`src/rtl/bus_arbiter_5.sv`:
```
// Round-robin arbiter for the shared five-input bus mux.
// Grants one requester at a time for a burst. A burst ends on the owner's last
// beat, when the owner withdraws its request, or when it reaches MAX_BURST cycles.
module bus_arbiter_5 #(
  parameter int unsigned MAX_BURST  = 16,
  parameter int unsigned TURNAROUND = 0
) (
  input  logic       clock,
  input  logic       reset_n,
  input  logic [4:0] req,
  input  logic [4:0] last,
  output logic [4:0] grant,
  output logic [2:0] sel,
  output logic       bus_valid,
  output logic       preempt
);

  localparam int unsigned N  = 5;
  localparam int unsigned SW = 3;
  localparam int unsigned CW = 8;

  typedef enum logic [1:0] {
    IDLE = 2'd0,
    BUSY = 2'd1,
    TURN = 2'd2
  } state_t;

  state_t          state_q, state_n;
  logic [SW-1:0]   ptr_q, ptr_n;
  logic [CW-1:0]   cnt_q, cnt_n;
  logic [N-1:0]    grant_n;
  logic [SW-1:0]   sel_n;
  logic            valid_n;
  logic            preempt_n;

  logic [SW:0]     pick_any;
  logic [SW:0]     pick_oth;
  logic            owner_req;
  logic            owner_last;
  logic            timeout;
  logic            load;
  logic [SW-1:0]   win;

  // First asserted request scanning p, p+1, ... modulo N; MSB flags a hit.
  function automatic logic [SW:0] pick(input logic [N-1:0] r, input logic [SW-1:0] p);
    logic [SW:0]  res;
    int unsigned  idx;
    res = '0;
    for (int unsigned i = 0; i < N; i++) begin
      idx = 32'(p) + i;
      if (idx >= N) idx = idx - N;
      if (!res[SW] && r[SW'(idx)]) res = {1'b1, SW'(idx)};
    end
    return res;
  endfunction

  // State, pointer, burst counter and registered outputs.
  always_ff @(posedge clock) begin
    if (!reset_n) begin
      state_q   <= IDLE;
      ptr_q     <= '0;
      cnt_q     <= '0;
      grant     <= '0;
      sel       <= '0;
      bus_valid <= 1'b0;
      preempt   <= 1'b0;
    end else begin
      state_q   <= state_n;
      ptr_q     <= ptr_n;
      cnt_q     <= cnt_n;
      grant     <= grant_n;
      sel       <= sel_n;
      bus_valid <= valid_n;
      preempt   <= preempt_n;
    end
  end

  // Next-state, release decision and winner selection.
  always_comb begin
    state_n    = state_q;
    ptr_n      = ptr_q;
    cnt_n      = cnt_q;
    grant_n    = grant;
    sel_n      = sel;
    valid_n    = bus_valid;
    preempt_n  = 1'b0;
    load       = 1'b0;
    win        = '0;

    pick_any   = pick(req, ptr_q);
    // The released owner is masked so it cannot immediately re-win a handover.
    pick_oth   = pick(req & ~grant, ptr_q);
    owner_req  = |(req & grant);
    owner_last = |(last & grant);
    timeout    = (cnt_q == CW'(MAX_BURST));

    case (state_q)
      IDLE, TURN: begin
        if (pick_any[SW]) begin
          load = 1'b1;
          win  = pick_any[SW-1:0];
        end else begin
          state_n = IDLE;
          grant_n = '0;
          sel_n   = '0;
          valid_n = 1'b0;
        end
      end
      BUSY: begin
        if (!owner_req || owner_last || timeout) begin
          // Only a pure timeout (owner still requesting, no last beat) preempts.
          preempt_n = owner_req && !owner_last;
          if (TURNAROUND != 0) begin
            state_n = TURN;
            grant_n = '0;
            sel_n   = '0;
            valid_n = 1'b0;
          end else if (pick_oth[SW]) begin
            load = 1'b1;
            win  = pick_oth[SW-1:0];
          end else begin
            state_n = IDLE;
            grant_n = '0;
            sel_n   = '0;
            valid_n = 1'b0;
          end
        end else begin
          cnt_n = cnt_q + CW'(1);
        end
      end
      default: begin
        state_n = IDLE;
        grant_n = '0;
        sel_n   = '0;
        valid_n = 1'b0;
      end
    endcase

    // Start a new burst for the chosen winner.
    if (load) begin
      state_n = BUSY;
      grant_n = N'(1) << win;
      sel_n   = win;
      valid_n = 1'b1;
      cnt_n   = CW'(1);
      ptr_n   = (win == SW'(N - 1)) ? '0 : win + SW'(1);
    end
  end

endmodule

```
`config.mk`:
```
export PLATFORM = sky130hd
export DESIGN_NAME = bus_arbiter_5
export DESIGN_NICKNAME = d
export VERILOG_FILES = /design/src/rtl/bus_arbiter_5.sv
export SDC_FILE = /design/constraint.sdc
export NUM_CORES = 1
export LEC_CHECK = 0
export BUFFER_PORTS_ARGS = -buffer_cell sky130_fd_sc_hd__buf_2
export CORE_ASPECT_RATIO = 0.7
export CORE_MARGIN = 8
export CORE_UTILIZATION = 55
export CTS_BUF_LIST = sky130_fd_sc_hd__clkbuf_2
export DETAILED_ROUTE_END_ITERATION = 16
export HOLD_SLACK_MARGIN = 0.15
export PLACE_DENSITY = 0.77
export SYNTH_ARGS = -nofsm -noshare
export SYNTH_HDL_FRONTEND = slang
export SYNTH_SLANG_ARGS = --single-unit
```
`constraint.sdc`:
```
create_clock -name clock -period 4 [get_ports clock]
set_input_delay 0.6 -clock clock [delete_from_list [all_inputs] [get_ports clock]]
set_output_delay 0.6 -clock clock [all_outputs]
set_load 0.02 [all_outputs]
```
==> results of run 1 <==
## cells by family after synthesis
| family | share of synthesized area (%) |
|---|---|
| mux | 8.996 |
| xor+xnor | 2.848 |
| simple gates | 25.23 |
| compound gates | 34.58 |
| fa+ha+maj | 7.505 |
| buf+inv | 5.651 |
| flops | 15.19 |
## critical path, stage by stage, from the launching register on
cell                       delay, ns
sky130_fd_sc_hd__dfxtp_2        0.37
sky130_fd_sc_hd__buf_4          0.15
sky130_fd_sc_hd__ha_1           0.25
sky130_fd_sc_hd__buf_4          0.19
sky130_fd_sc_hd__a21o_1         0.23
sky130_fd_sc_hd__a21oi_4        0.22
sky130_fd_sc_hd__mux4_2         0.31
sky130_fd_sc_hd__or3_1          0.35
sky130_fd_sc_hd__o221ai_2       0.10
sky130_fd_sc_hd__mux2i_1        0.32
sky130_fd_sc_hd__o221ai_1       0.17
sky130_fd_sc_hd__a22oi_2        0.29
sky130_fd_sc_hd__inv_1          0.10
sky130_fd_sc_hd__ha_1           0.20
sky130_fd_sc_hd__ha_1           0.28
sky130_fd_sc_hd__o32ai_1        0.29
## worst min-delay path by stage
stage	to	slack, ns	cells after the start
floorplan	cnt_q[7]$_SDFFE_PP0P_	0.48	2
global placement	sel[2]$_SDFFE_PN0P_	0.43	2
detailed placement	sel[2]$_SDFFE_PN0P_	0.44	2
CTS	sel[2]$_SDFFE_PN0P_	0.46	2
global route	sel[2]$_SDFFE_PN0P_	0.48	2
finish	sel[2]$_SDFFE_PN0P_	0.46	2
## area by class of cell
class | count | area share, %
timing repair buffer | 68 | 13.41
multi-input combinational | 293 | 69.03
clock buffer | 4 | 0.5816
tap | 69 | 2.508
inverter | 19 | 2.145
sequential | 21 | 12.32
## cell usage in the layout (no fill, tap or decap), drive strengths merged, types with 15 or more instances in the layout
| cell | n |
|---|---|
| buf | 68 |
| nand2 | 27 |
| nor2 | 27 |
| nand3 | 21 |
| dfxtp | 21 |
| mux2i | 17 |
| inv | 17 |
| ha | 15 |
| o21ai | 15 |
## state kept, by name, summed over array words and instances, names as in the netlist
register and count:
cnt_q 8, grant 5, ptr_q 3, sel 3, bus_valid 1, preempt 1
## routing by layer
metal	GRT usage, %	vias up	part of all wire (%)	wire, µm
met2	36.21	254	41	3839
met3	8.120	33	13	1196
li1	-	1464	-	-
met1	34.17	1446	44	4204
met5	0	-	0	0
met4	5.667	0	2.4	230
## what timing repair did
item,in CTS,in global routing
setup buffers,0,6
hold endpoints to repair,0,0
resized for setup,3,37
endpoints found under the setup margin,2,6
pin swaps,0,8
cloned,0,0
## metrics by stage
step / hold slack (ns) / util [%] / instance area, µm²
after global routing: 0.4825 / 71.58 / 3442
after detailed placement: 0.4394 / 66.51 / 3198
after floorplan: 0.4805 / - / 2793
final: 0.4602 / 71.58 / 3442
after global placement: 0.4326 / 66.51 / 3198
after CTS: 0.4615 / 67.29 / 3236
## power by group
group          leakage (nW)  internal, mW  switching (mW)
Combinational          1.23          1.33            1.63
Sequential            0.172         0.254          0.0574
Clock                0.0166        0.0264          0.0697
Total                  1.42          1.61            1.76
==> impl_results.md, run 1 <==
- Latest clock arrival within the worst-skew pair: around 0.34 ns
- Total nets after synthesis: between 300 and 400
- Startpoint of the tightest hold check path: sel[2]$_SDFFE_PN0P_
- Iter 0 DRT Violations: 501
- Routability-driven placement congestion ratio: 1.009
- Detailed placer's ending HPWL: 7.338 mm
- Static leakage: about 1.4 nW
- Kind of critical path: reg -> reg
- Post-layout power: 3.369 mW
- Non-filler instance count after layout: 474
- Number of clock buffers inserted by TritonCTS: 3
- Global route total overflow: 0
- Data required time of the critical path: about 4.2 ns
- Sum of routed wire length over all layers: 9.471 mm
- Antenna cell count: 0
- Max capacitance violation total: 0
- Maximum number of pins on one net before global-route repair: 18
- Tmin final: 3.928 ns
- Worst R2R Path Depth: 15
- Crit path from: ptr_q[1]$_SDFFE_PN0P_
- Clock slew seen by the registers of the worst setup and hold paths: 0.21 ns
- Internal reg-to-reg setup slack: 0.07 ns
- Detailed-route via count: 3197
- Share of async-settable or async-resettable flops after synthesis: 0%
- I/O pin count: 22
- Crit path arrival time: 4.17 ns
- Top post-synthesis cells by area: sky130_fd_sc_hd__dfxtp_1 (15%), sky130_fd_sc_hd__ha_1 (6.8%), sky130_fd_sc_hd__mux2i_1 (6.1%)
- Fraction of layout cells with a size suffix above 1: approximately 32%
- Synth warn: 0
- Clock sink count: 21
- Number of antenna violations at the first check in global routing: 0
- Maximum count of clock buffers along a single path: 2
- Area growth from synthesis to layout: 24.37%
- Cell type with the largest total area after synthesis: sky130_fd_sc_hd__dfxtp_1
- Pin slew with the least headroom to its limit: 0.6542 ns
- Synthesized flop and latch total: 21
- Final period util: 98.20%
- Final layout net count: 434
- Root buffer selected by CTS: sky130_fd_sc_hd__clkbuf_2
- Wire length of the first global-routing pass: 14.90 mm
- Number of hold-slack violations in the final timing report: 0
- CP Launch Type: register
- Area inside the core boundary: 4808 µm²
- Peak Freq: 254.6 MHz
- Setup total negative slack: 0 ns
- # setup viols final: 0
- Worst Hold Class: reg -> reg
- Setup slack at placement: 0.01635 ns
- Hold-fix buffers at CTS: 0
- DRC errors left: 0
- Most frequent cells after synthesis: sky130_fd_sc_hd__nand2_1 (26), sky130_fd_sc_hd__nor2_1 (24), sky130_fd_sc_hd__dfxtp_1 (21), sky130_fd_sc_hd__nand3_1 (21), sky130_fd_sc_hd__mux2i_1 (17)
- Launch instance of the worst register-to-register path: ptr_q[1]$_SDFFE_PN0P_
- Average size of a mapped cell: 7.908 µm²
- Die outline width: between 100 and 150 µm
- Initial core utilization: 57.56%
- Status: completed
- Number of antenna-violating nets in the routed design: 0
- Combined flip-flop and latch cell area: approximately 420 µm²
- Count of H-tree levels built during CTS: 1
- Die ar.: between 7000 and 8000 µm²
- Multi-input gate area in the final layout: 2376 µm²
- Count of unique library cells instantiated by Yosys: between 80 and 90
- Average wire per standard cell: 19.98 µm
- Yosys top cell area share: 15.19%
- Clock tree from TritonCTS: yes
- Number of enable-type register cells in the synthesized netlist: 0
- Reg-to-reg endpoint: ptr_q[2]$_SDFFE_PN0P_
- Total power per unit cell area: roughly 980 nW/µm²
- Worst ir drop on vdd: 600.6 µV
- Count of buffers from port buffering: 21
- Drt first pass iters: 8
- Vias in the first global route: about 2.8k
- Relative slew slack: 55.81%
- Most instantiated library cell after synthesis: sky130_fd_sc_hd__nand2_1
- Peak fanout along the critical path: 9
- Mapped Area: about 2800 µm²
- Most frequently used flop master after synthesis: sky130_fd_sc_hd__dfxtp_1
- Instance count of the mapped netlist: 350
- Cell Count Post-Placement: around 460
- Worst setup slack after layout: 0.07209 ns
- CP Capture Type: register
- Tot GR Track Use: roughly a quarter
- Y dimension of the die: 75.35 µm
- Filler cells: 361
- Per-cell via count in the routed design: 6.745
- Final slew viol count: 0
- Std cell rows: 21
- Clock skew: 0.006555 ns
- Sequential fraction of the synthesis area: between 10% and 20%
- Capture point of the worst path: ptr_q[2]$_SDFFE_PN0P_
(Power assumes the default switching activity.)
==> run 2, diff against run 1 <==
GPL_ROUTABILITY_DRIVEN = 0   (was default)
clock period = 3.2 ns   (was 4 ns; I/O delays follow)
==> run 2 against run 1 <==
Net effect:
- the flow now stops in global routing (5_1_grt)
- synthesized area did not move
- synthesized cell count did not move
==> impl_results.md, run 2 <==
- Cell type with the largest total area after synthesis: sky130_fd_sc_hd__dfxtp_1
- Synthesized flop and latch total: 21 (unchanged)
- Most frequent cells after synthesis: sky130_fd_sc_hd__nand2_1 (26), sky130_fd_sc_hd__nor2_1 (24), sky130_fd_sc_hd__dfxtp_1 (21), sky130_fd_sc_hd__nand3_1 (21), sky130_fd_sc_hd__mux2i_1 (17)
- Count of unique library cells instantiated by Yosys: 88 (unchanged)
- Number of clock buffers inserted by TritonCTS: 3 (unchanged)
- Share of async-settable or async-resettable flops after synthesis: 0% (unchanged)
- Die outline width: 100.8 µm (unchanged)
- Worst endpoint type: sequential cell input
- Root buffer selected by CTS: sky130_fd_sc_hd__clkbuf_2
- Count of H-tree levels built during CTS: 1 (unchanged)
- Status: did not finish
- Total nets after synthesis: 378 (unchanged)
- Exit stage: global routing (5_1_grt)
- Synth warn: 0 (unchanged)
- Tot GR Track Use: 70.14%
- Count of buffers from port buffering: 21 (unchanged)
- Mapped Area: 2768 µm² (unchanged)
- Global route total overflow: 158
- Detailed placer's ending HPWL: 8.848 mm (+21%)
- Clock sink count: 21 (unchanged)
- Sequential fraction of the synthesis area: 15.19% (unchanged)
- Instance count of the mapped netlist: 350 (unchanged)
- Maximum count of clock buffers along a single path: 2 (unchanged)
- Maximum number of pins on one net before global-route repair: 19
- Post-GRT worst EP: ptr_q[2]$_SDFFE_PN0P_/D
- Run-stopping error: [ERROR GRT-0232] Routing congestion too high. Check the congestion heatmap in the GUI.
- Yosys top cell area share: 15.19% (unchanged)
- Most instantiated library cell after synthesis: sky130_fd_sc_hd__nand2_1
- Most frequently used flop master after synthesis: sky130_fd_sc_hd__dfxtp_1
- Initial core utilization: 57.56% (unchanged)
- I/O pin count: 22 (unchanged)
- Top post-synthesis cells by area: sky130_fd_sc_hd__dfxtp_1 (15%), sky130_fd_sc_hd__ha_1 (6.8%), sky130_fd_sc_hd__mux2i_1 (6.1%)
- Number of enable-type register cells in the synthesized netlist: 0 (unchanged)
- Y dimension of the die: 75.35 µm (unchanged)
- Average size of a mapped cell: 7.908 µm² (unchanged)
- Std cell rows: 21 (unchanged)
run 2: cell counts after synthesis:
Identical to the previous run, type by type.
run 2: timing repair:
item                       in CTS
setup endpoints to repair      20
hold buffers                    0
setup buffers                  20
pin swaps                      36
gates resized for setup        56
run 2: kinds of logic after synthesis:
kind of cell / after synthesis / synth area share, %
buf+inv: 36 / 5.651
flops: 21 / 15.19
simple gates: 132 / 25.23
mux: 21 / 8.996
fa+ha+maj: 16 / 7.505
compound gates: 115 / 34.58
xor+xnor: 9 / 2.848
run 2: stage by stage:
stage	area [µm²]	std cells	setup TNS (ns)	worst slack [ns]	hold slack, ns
CTS	4399	568	-3.415	-0.4526	0.4107
detailed placement	3950	546	-6.199	-0.6696	0.4478
global placement	3950	546	-4.066	-0.5459	0.4366
floorplan	2918	350	-2.777	-0.4712	0.4805
run 2: layer usage:
metal / track usage (%) / GRT overflow
met1: 64.92 / 0
met2: 88.37 / 94
met3: 55.47 / 1
met4: 83.83 / 62
met5: 19.44 / 1
==> run 3, diff against run 2 <==
CORE_ASPECT_RATIO = default   (was 0.7)
CORE_UTILIZATION = 40   (was 55)
CTS_BUF_LIST = default   (was sky130_fd_sc_hd__clkbuf_2)
HOLD_SLACK_MARGIN = default   (was 0.15)
PLACE_DENSITY = default   (was 0.77)
PLACE_DENSITY_LB_ADDON = 0.15   (was default)
clock period = 4.2 ns   (was 3.2 ns; I/O delays follow)
==> run 3 against run 2 <==
Net effect:
- the flow now finishes without violations
==> impl_results.md, run 3 (same netlist as run 1, synthesis figures left out) <==
- Detail Route met2 WL: 4.194 mm
- Peak fanout along the critical path: 10
- Clock sink count: 21 (unchanged)
- Cell Count Post-Placement: 464 (-15%)
- Fraction of layout cells with a size suffix above 1: 26.26%
- Count of H-tree levels built during CTS: 1 (unchanged)
- Delay of the slowest critical-path stage: 0.44 ns
- Antenna cell count: 0
- Max capacitance violation total: 0
- Number of instances on the worst hold path: 2
- Iter 0 DRT Violations: between 150 and 200
- Final core utilization: ~49%
- Setup total negative slack: 0 ns
- Met3 wire len: 467 µm
- Launch instance of the worst register-to-register path: ptr_q[0]$_SDFFE_PN0P_
- Post-layout power: around 2.8 mW
- Std cell rows: 30 (+43%)
- Register bank with the most flops: cnt_q
- Global route total overflow: 0
- Tot GR Track Use: 18.20%
- Family with the most delay on the worst path: compound AO/OA/AOI/OAI gates
- Number of clock buffers inserted by TritonCTS: 3 (unchanged)
- Flip-flop count of the largest register after layout: 8
- Number of hold-slack violations in the final timing report: 0
- Root buffer selected by CTS: sky130_fd_sc_hd__clkbuf_8
- Clock tree from TritonCTS: yes
- Crit path arrival time: around 4.1 ns
- Worst Hold End: sel[1]$_SDFFE_PN0P_
- Initial core utilization: 40.96% (-17 points)
- Wire length of the first global-routing pass: 14.86 mm
- Met1 routed wirelength after detailed routing: 4.017 mm
- Latest clock arrival within the worst-skew pair: about 0.25 ns
- Area growth from synthesis to layout: 18.94%
- Largest registers: cnt_q: 8 flops, grant: 5 flops
- Startpoint of the tightest hold check path: sel[1]$_SDFFE_PN0P_
- Non-filler instance count after layout: 476
- Leading cell type in the layout, fill and taps excluded: sky130_fd_sc_hd__buf_4
- Worst ir drop on vdd: 466.3 µV
- Final period util: 92.98%
- Drt first pass iters: 6
- Maximum number of pins on one net before global-route repair: 32
- Die ar.: 9837 µm²
- Internal reg-to-reg setup slack: 0.29 ns
- Pin slew with the least headroom to its limit: 0.5942 ns
- Worst setup slack after layout: 0.2949 ns
- Kind of critical path: reg -> reg
- Worst R2R Path Depth: 16
- Worst Hold Slack: 0.4549 ns
- Cell type of the slowest stage on the worst timing path: sky130_fd_sc_hd__a2111oi_4
- DRC errors left: 0
- Setup repair after global routing missed its margin: no
- Worst Hold Class: reg -> reg
- Filler cells: 674
- Per-cell via count in the routed design: 6.410
- Y dimension of the die: 99.18 µm (+32%)
- I/O pin count: 22 (unchanged)
- Post-route standard cell area excluding fillers: ~3300 µm²
- Tmin final: around 3.9 ns
- Most frequent cells in the layout: sky130_fd_sc_hd__buf_4 (35), sky130_fd_sc_hd__nand2_1 (26), sky130_fd_sc_hd__nor2_1 (24)
- Average wire per standard cell: 19.02 µm
- CP Capture Type: register
- Number of buffer and inverter instances along the worst setup path: 4
- Vias in the first global route: ~3k
- Critical Path, Cell by Cell: inv_1 > buf_8 > ha_2 > nor2b_1 > a41o_1 > a311o_1 > o32a_4 > a2111oi_4 > nand3b_1 > buf_4 > o21a_1 > a22oi_2 > inv_1 > ha_1 > ha_1 > o32ai_1
- Setup slack at placement: -0.02822 ns (+0.6414 ns)
- Relative slew slack: 60.27%
- Count of buffers from port buffering: 21 (unchanged)
- Clock slew seen by the registers of the worst setup and hold paths: 0.07 ns
- Final layout net count: approximately 430
- # setup viols final: 0
- Total power per unit cell area: 855.5 nW/µm²
- Static leakage: 1.369 nW
- Final slew viol count: 0
- Area inside the core boundary: 6756 µm²
- Number of antenna violations at the first check in global routing: 0
- Data required time of the critical path: 4.36 ns
- Number of antenna-violating nets in the routed design: 0
- Maximum count of clock buffers along a single path: 2 (unchanged)
- Detailed placer's ending HPWL: 7.074 mm (-20%)
- Reg-to-reg endpoint: ptr_q[2]$_SDFFE_PN0P_
- Peak Freq: 256.1 MHz
- Detailed-route via count: 3051
- CP Launch Type: register
- Dpl cell area: 3113 µm² (-21%)
- Die outline width: 99.18 µm (-1.6%)
- Highest Signal Layer: met4
- Hold-fix buffers at CTS: 0 (unchanged)
- Sum of routed wire length over all layers: 9.054 mm
- Clock skew: about 0.0032 ns
- Status: completed
[run 3: worst min-delay path: stages (launching register included)]
cell and delay [ns]:
sky130_fd_sc_hd__dfxtp_1 0.31, sky130_fd_sc_hd__nand2_1 0.05, sky130_fd_sc_hd__o21ai_1 0.05
[run 3: per-layer routing]
layer  global-route usage [%]  vias up
met4                    8.731        0
met5                        0        -
li1                         -     1446
met3                    2.235       28
met2                    29.73      133
met1                    23.19     1444
[run 3: worst max-delay path by stage]
stage	from	end	slack [ns]	depth (start not counted)
floorplan	ptr_q[0]$_SDFFE_PN0P_	ptr_q[2]$_SDFFE_PN0P_	0.007	18
global placement	ptr_q[1]$_SDFFE_PN0P_	ptr_q[2]$_SDFFE_PN0P_	-0.003	16
detailed placement	ptr_q[1]$_SDFFE_PN0P_	ptr_q[2]$_SDFFE_PN0P_	-0.03	16
CTS	ptr_q[0]$_SDFFE_PN0P_	ptr_q[2]$_SDFFE_PN0P_	0.06	15
global route	ptr_q[1]$_SDFFE_PN0P_	ptr_q[2]$_SDFFE_PN0P_	0.01	15
finish	ptr_q[0]$_SDFFE_PN0P_	ptr_q[2]$_SDFFE_PN0P_	0.29	16
[run 3: cell type report]
cell class,count,area [µm²],area share (%)
clock buffer,3,41.29,1.254
clock inverter,1,5.005,0.1520
inverter,19,71.32,2.166
multi-input combinational,293,2236,67.92
sequential,21,424.2,12.88
tap,80,100.1,3.041
timing repair buffer,59,414.1,12.58
[run 3: power breakdown]
group	switching [mW]	total (mW)	internal [mW]
Clock	0.0604	0.126	0.0659
Sequential	0.0544	0.297	0.242
Combinational	1.36	2.39	1.04
Total	1.47	2.82	1.35
[run 3: timing repair]
action,4_1_cts,5_1_grt
pin swaps,0,5
buffers inserted,0,8
setup endpoints to repair,2,6
resized for setup,1,20
gates cloned,0,0
==> run 4, diff against run 3 <==
BUFFER_PORTS_ARGS = default   (was -buffer_cell sky130_fd_sc_hd__buf_2)
CORE_UTILIZATION = 39   (was 40)
DONT_BUFFER_PORTS = 1   (was default)
==> run 4 against run 3 <==
Net effect:
- global-route usage down 0.16 points
- core utilization shrank 2.8 points
- register-to-register slack worse by 0.15 ns
- clock skew is 0.00054 ns lower
- sequential share of layout area increased by 0.51 points
- fmax shrank 3.6%
- sequential power increased by 8.8%
- critical path depth is 1 lower
- largest cell class unchanged
- highest routed layer unchanged
==> impl_results.md, run 4 (same netlist as run 1, synthesis figures left out) <==
- Sum of routed wire length over all layers: 8.873 mm (-2.0%)
- Status: completed
- Family with the most delay on the worst path: compound AO/OA/AOI/OAI gates
- Area growth from synthesis to layout: 13.38%
- Clock skew: 0.002660 ns (-0.0005402 ns)
- Maximum number of pins on one net before global-route repair: 32 (unchanged)
- Antenna cell count: 0 (unchanged)
- Final layout net count: 398 (-6.4%)
- Count of buffers from port buffering: 0 (-100%)
- Number of hold-slack violations in the final timing report: 0 (unchanged)
- Flip-flop count of the largest register after layout: 8 (unchanged)
- Filler cells: 716 (+6.2%)
- Worst Hold Class: reg -> reg
- Clock sink count: 21 (unchanged)
- Internal reg-to-reg setup slack: 0.15 ns (-0.15 ns)
- Cell Count Post-Placement: 457 (-1.5%)
- Number of instances on the worst hold path: 2 (unchanged)
- I/O pin count: 22 (unchanged)
- Post-layout power: 2.749 mW (-2.4%)
- Critical Path, Cell by Cell: inv_1 > buf_6 > ha_2 > nor2b_2 > a41o_1 > a311o_1 > o32a_4 > a2111oi_4 > nand3b_1 > o21a_1 > a22oi_2 > inv_1 > ha_1 > ha_1 > o32ai_1
- Leading cell type in the layout, fill and taps excluded: sky130_fd_sc_hd__buf_4
- Number of buffer and inverter instances along the worst setup path: 3 (-1)
- Static leakage: 1.245 nW (-9.1%)
- Iter 0 DRT Violations: 232 (+23%)
- Final period util: 96.45% (+3.5 points)
- DRC errors left: 0 (unchanged)
- Launch instance of the worst register-to-register path: ptr_q[0]$_SDFFE_PN0P_
- Pin slew with the least headroom to its limit: 0.6978 ns (+0.1037 ns)
- Total power per unit cell area: 875.9 nW/µm² (+2.4%)
- Cell type of the slowest stage on the worst timing path: sky130_fd_sc_hd__a2111oi_4
- Clock tree from TritonCTS: yes
- Final core utilization: 45.93% (-2.8 points)
- Worst Hold End: cnt_q[5]$_SDFFE_PP0P_
- Combined flip-flop and latch cell area: 420.4 µm² (-0.89%)
- Count of H-tree levels built during CTS: 1 (unchanged)
- Drt first pass iters: 5 (-1)
- Largest registers: cnt_q: 8 flops, grant: 5 flops
- Initial core utilization: 40.51% (-0.45 points)
- Y dimension of the die: 100.2 µm (+1.1%)
- Peak Freq: 246.9 MHz (-3.6%)
- Worst R2R Path Depth: 15 (-1)
- Non-filler instance count after layout: 465 (-2.3%)
- Crit path arrival time: 4.21 ns (+0.14 ns)
- Area inside the core boundary: 6832 µm² (+1.1%)
- Std cell rows: 30 (unchanged)
- Kind of critical path: reg -> reg
- Detailed-route via count: 2943 (-3.5%)
- Post-route standard cell area excluding fillers: 3138 µm² (-4.7%)
- Register bank with the most flops: cnt_q
- Final slew viol count: 0 (unchanged)
- Data required time of the critical path: 4.36 ns (about the same)
- Multi-input gate area in the final layout: 2233 µm² (-0.11%)
- CP Launch Type: register
- Max capacitance violation total: 0 (unchanged)
- Vias in the first global route: 2875 (-3.6%)
- Delay of the slowest critical-path stage: 0.44 ns (about the same)
- Root buffer selected by CTS: sky130_fd_sc_hd__clkbuf_8
- Die ar.: 10050 µm² (+2.1%)
- Number of antenna-violating nets in the routed design: 0 (unchanged)
- Worst ir drop on vdd: 487.7 µV (+4.6%)
- Tmin final: 4.051 ns (+0.1459 ns)
- Detailed placer's ending HPWL: 6.958 mm (-1.6%)
- Clock slew seen by the registers of the worst setup and hold paths: 0.07 ns (about the same)
- # setup viols final: 0 (unchanged)
- Relative slew slack: 53.42% (-6.9 points)
- Number of clock buffers inserted by TritonCTS: 3 (unchanged)
- Reg-to-reg endpoint: ptr_q[2]$_SDFFE_PN0P_
- Peak fanout along the critical path: 14 (+4)
- Die outline width: 100.2 µm (+1.1%)
- Latest clock arrival within the worst-skew pair: 0.25 ns (about the same)
- Tot GR Track Use: 18.05% (-0.16 points)
- Dpl cell area: 3013 µm² (-3.2%)
- Fraction of layout cells with a size suffix above 1: 19.51% (-6.8 points)
- Global route total overflow: 0 (unchanged)
- Maximum count of clock buffers along a single path: 2 (unchanged)
- Startpoint of the tightest hold check path: cnt_q[5]$_SDFFE_PP0P_
- Wire length of the first global-routing pass: 14.80 mm (-0.42%)
- Hold-fix buffers at CTS: 0 (unchanged)
- Most frequent cells in the layout: sky130_fd_sc_hd__buf_4 (30), sky130_fd_sc_hd__nand2_1 (26), sky130_fd_sc_hd__nor2_1 (24)
- Number of antenna violations at the first check in global routing: 0 (unchanged)
- Per-cell via count in the routed design: 6.329 (-1.3%)
- CP Capture Type: register
- Average wire per standard cell: 19.08 µm (+0.32%)
==> run 4: changes by cell type in the layout (fill, tap and decap cells not counted), sizes merged <==
cell / previous run / this run
inv: 17 / 18
buf: 59 / 32
clkbuf: 3 / 4
clkinv: 3 / 1
==> run 4: cell type report <==
| type | count | area share (%) |
|---|---|---|
| Clock buffer | 4 | 1.435 |
| Inverter | 19 | 2.273 |
| Multi-Input combinational cell | 293 | 71.17 |
| Sequential cell | 21 | 13.40 |
| Tap cell | 96 | 3.828 |
| Timing Repair Buffer | 32 | 7.895 |
==> run 4: timing repair <==
item	4_1_cts	5_1_grt
pin swaps	0	5
resized for setup	2	11
endpoints found under the hold margin	0	0
setup buffers	0	4
endpoints found under the setup margin	1	6
==> run 4: worst reg2reg max path: cells and delay by family (launching register included) <==
family / cells / cell delay (ns)
buffers and inverters: 3 / 0.34
adders and majority gates: 3 / 0.85
and+or+nand+nor: 2 / 0.42
AOI/OAI and AO/OA: 7 / 1.98
DFF: 1 / 0.36
==> run 4: worst max-delay path by stage <==
stage                          startpoint                     to  slack (ns)  depth (start not counted)
floorplan           ptr_q[0]$_SDFFE_PN0P_  ptr_q[2]$_SDFFE_PN0P_       0.007                         18
global placement    ptr_q[0]$_SDFFE_PN0P_  ptr_q[2]$_SDFFE_PN0P_        0.01                         15
detailed placement  ptr_q[1]$_SDFFE_PN0P_  ptr_q[2]$_SDFFE_PN0P_       0.004                         14
CTS                 ptr_q[1]$_SDFFE_PN0P_  ptr_q[2]$_SDFFE_PN0P_        0.03                         14
global route        ptr_q[0]$_SDFFE_PN0P_  ptr_q[2]$_SDFFE_PN0P_       -0.01                         15
finish              ptr_q[0]$_SDFFE_PN0P_  ptr_q[2]$_SDFFE_PN0P_        0.15                         15
==> run 4: layer usage <==
metal	global-route usage (%)	up-vias	share of wire, %
met3	1.661	14	6.2
met2	30.46	118	47
li1	-	1391	-
met5	0	-	0
met4	7.093	0	2.5
met1	22.97	1420	45
==> run 4: where the power goes <==
| group | switching (mW) | internal (mW) |
|---|---|---|
| clock network | 0.0598 | 0.0673 |
| logic | 1.29 | 1.01 |
| registers | 0.0830 | 0.240 |
| total | 1.43 | 1.31 |
==> run 4: metrics by stage <==
step	hold WS, ns	setup TNS [ns]	setup WS [ns]
detailed placement	0.5112	0	0.003690
global placement	0.5042	0	0.009825
global route	0.5506	-0.01012	-0.01012
CTS	0.5337	0	0.02832
finish	0.5234	0	0.1490
floorplan	0.4805	0	0.006546
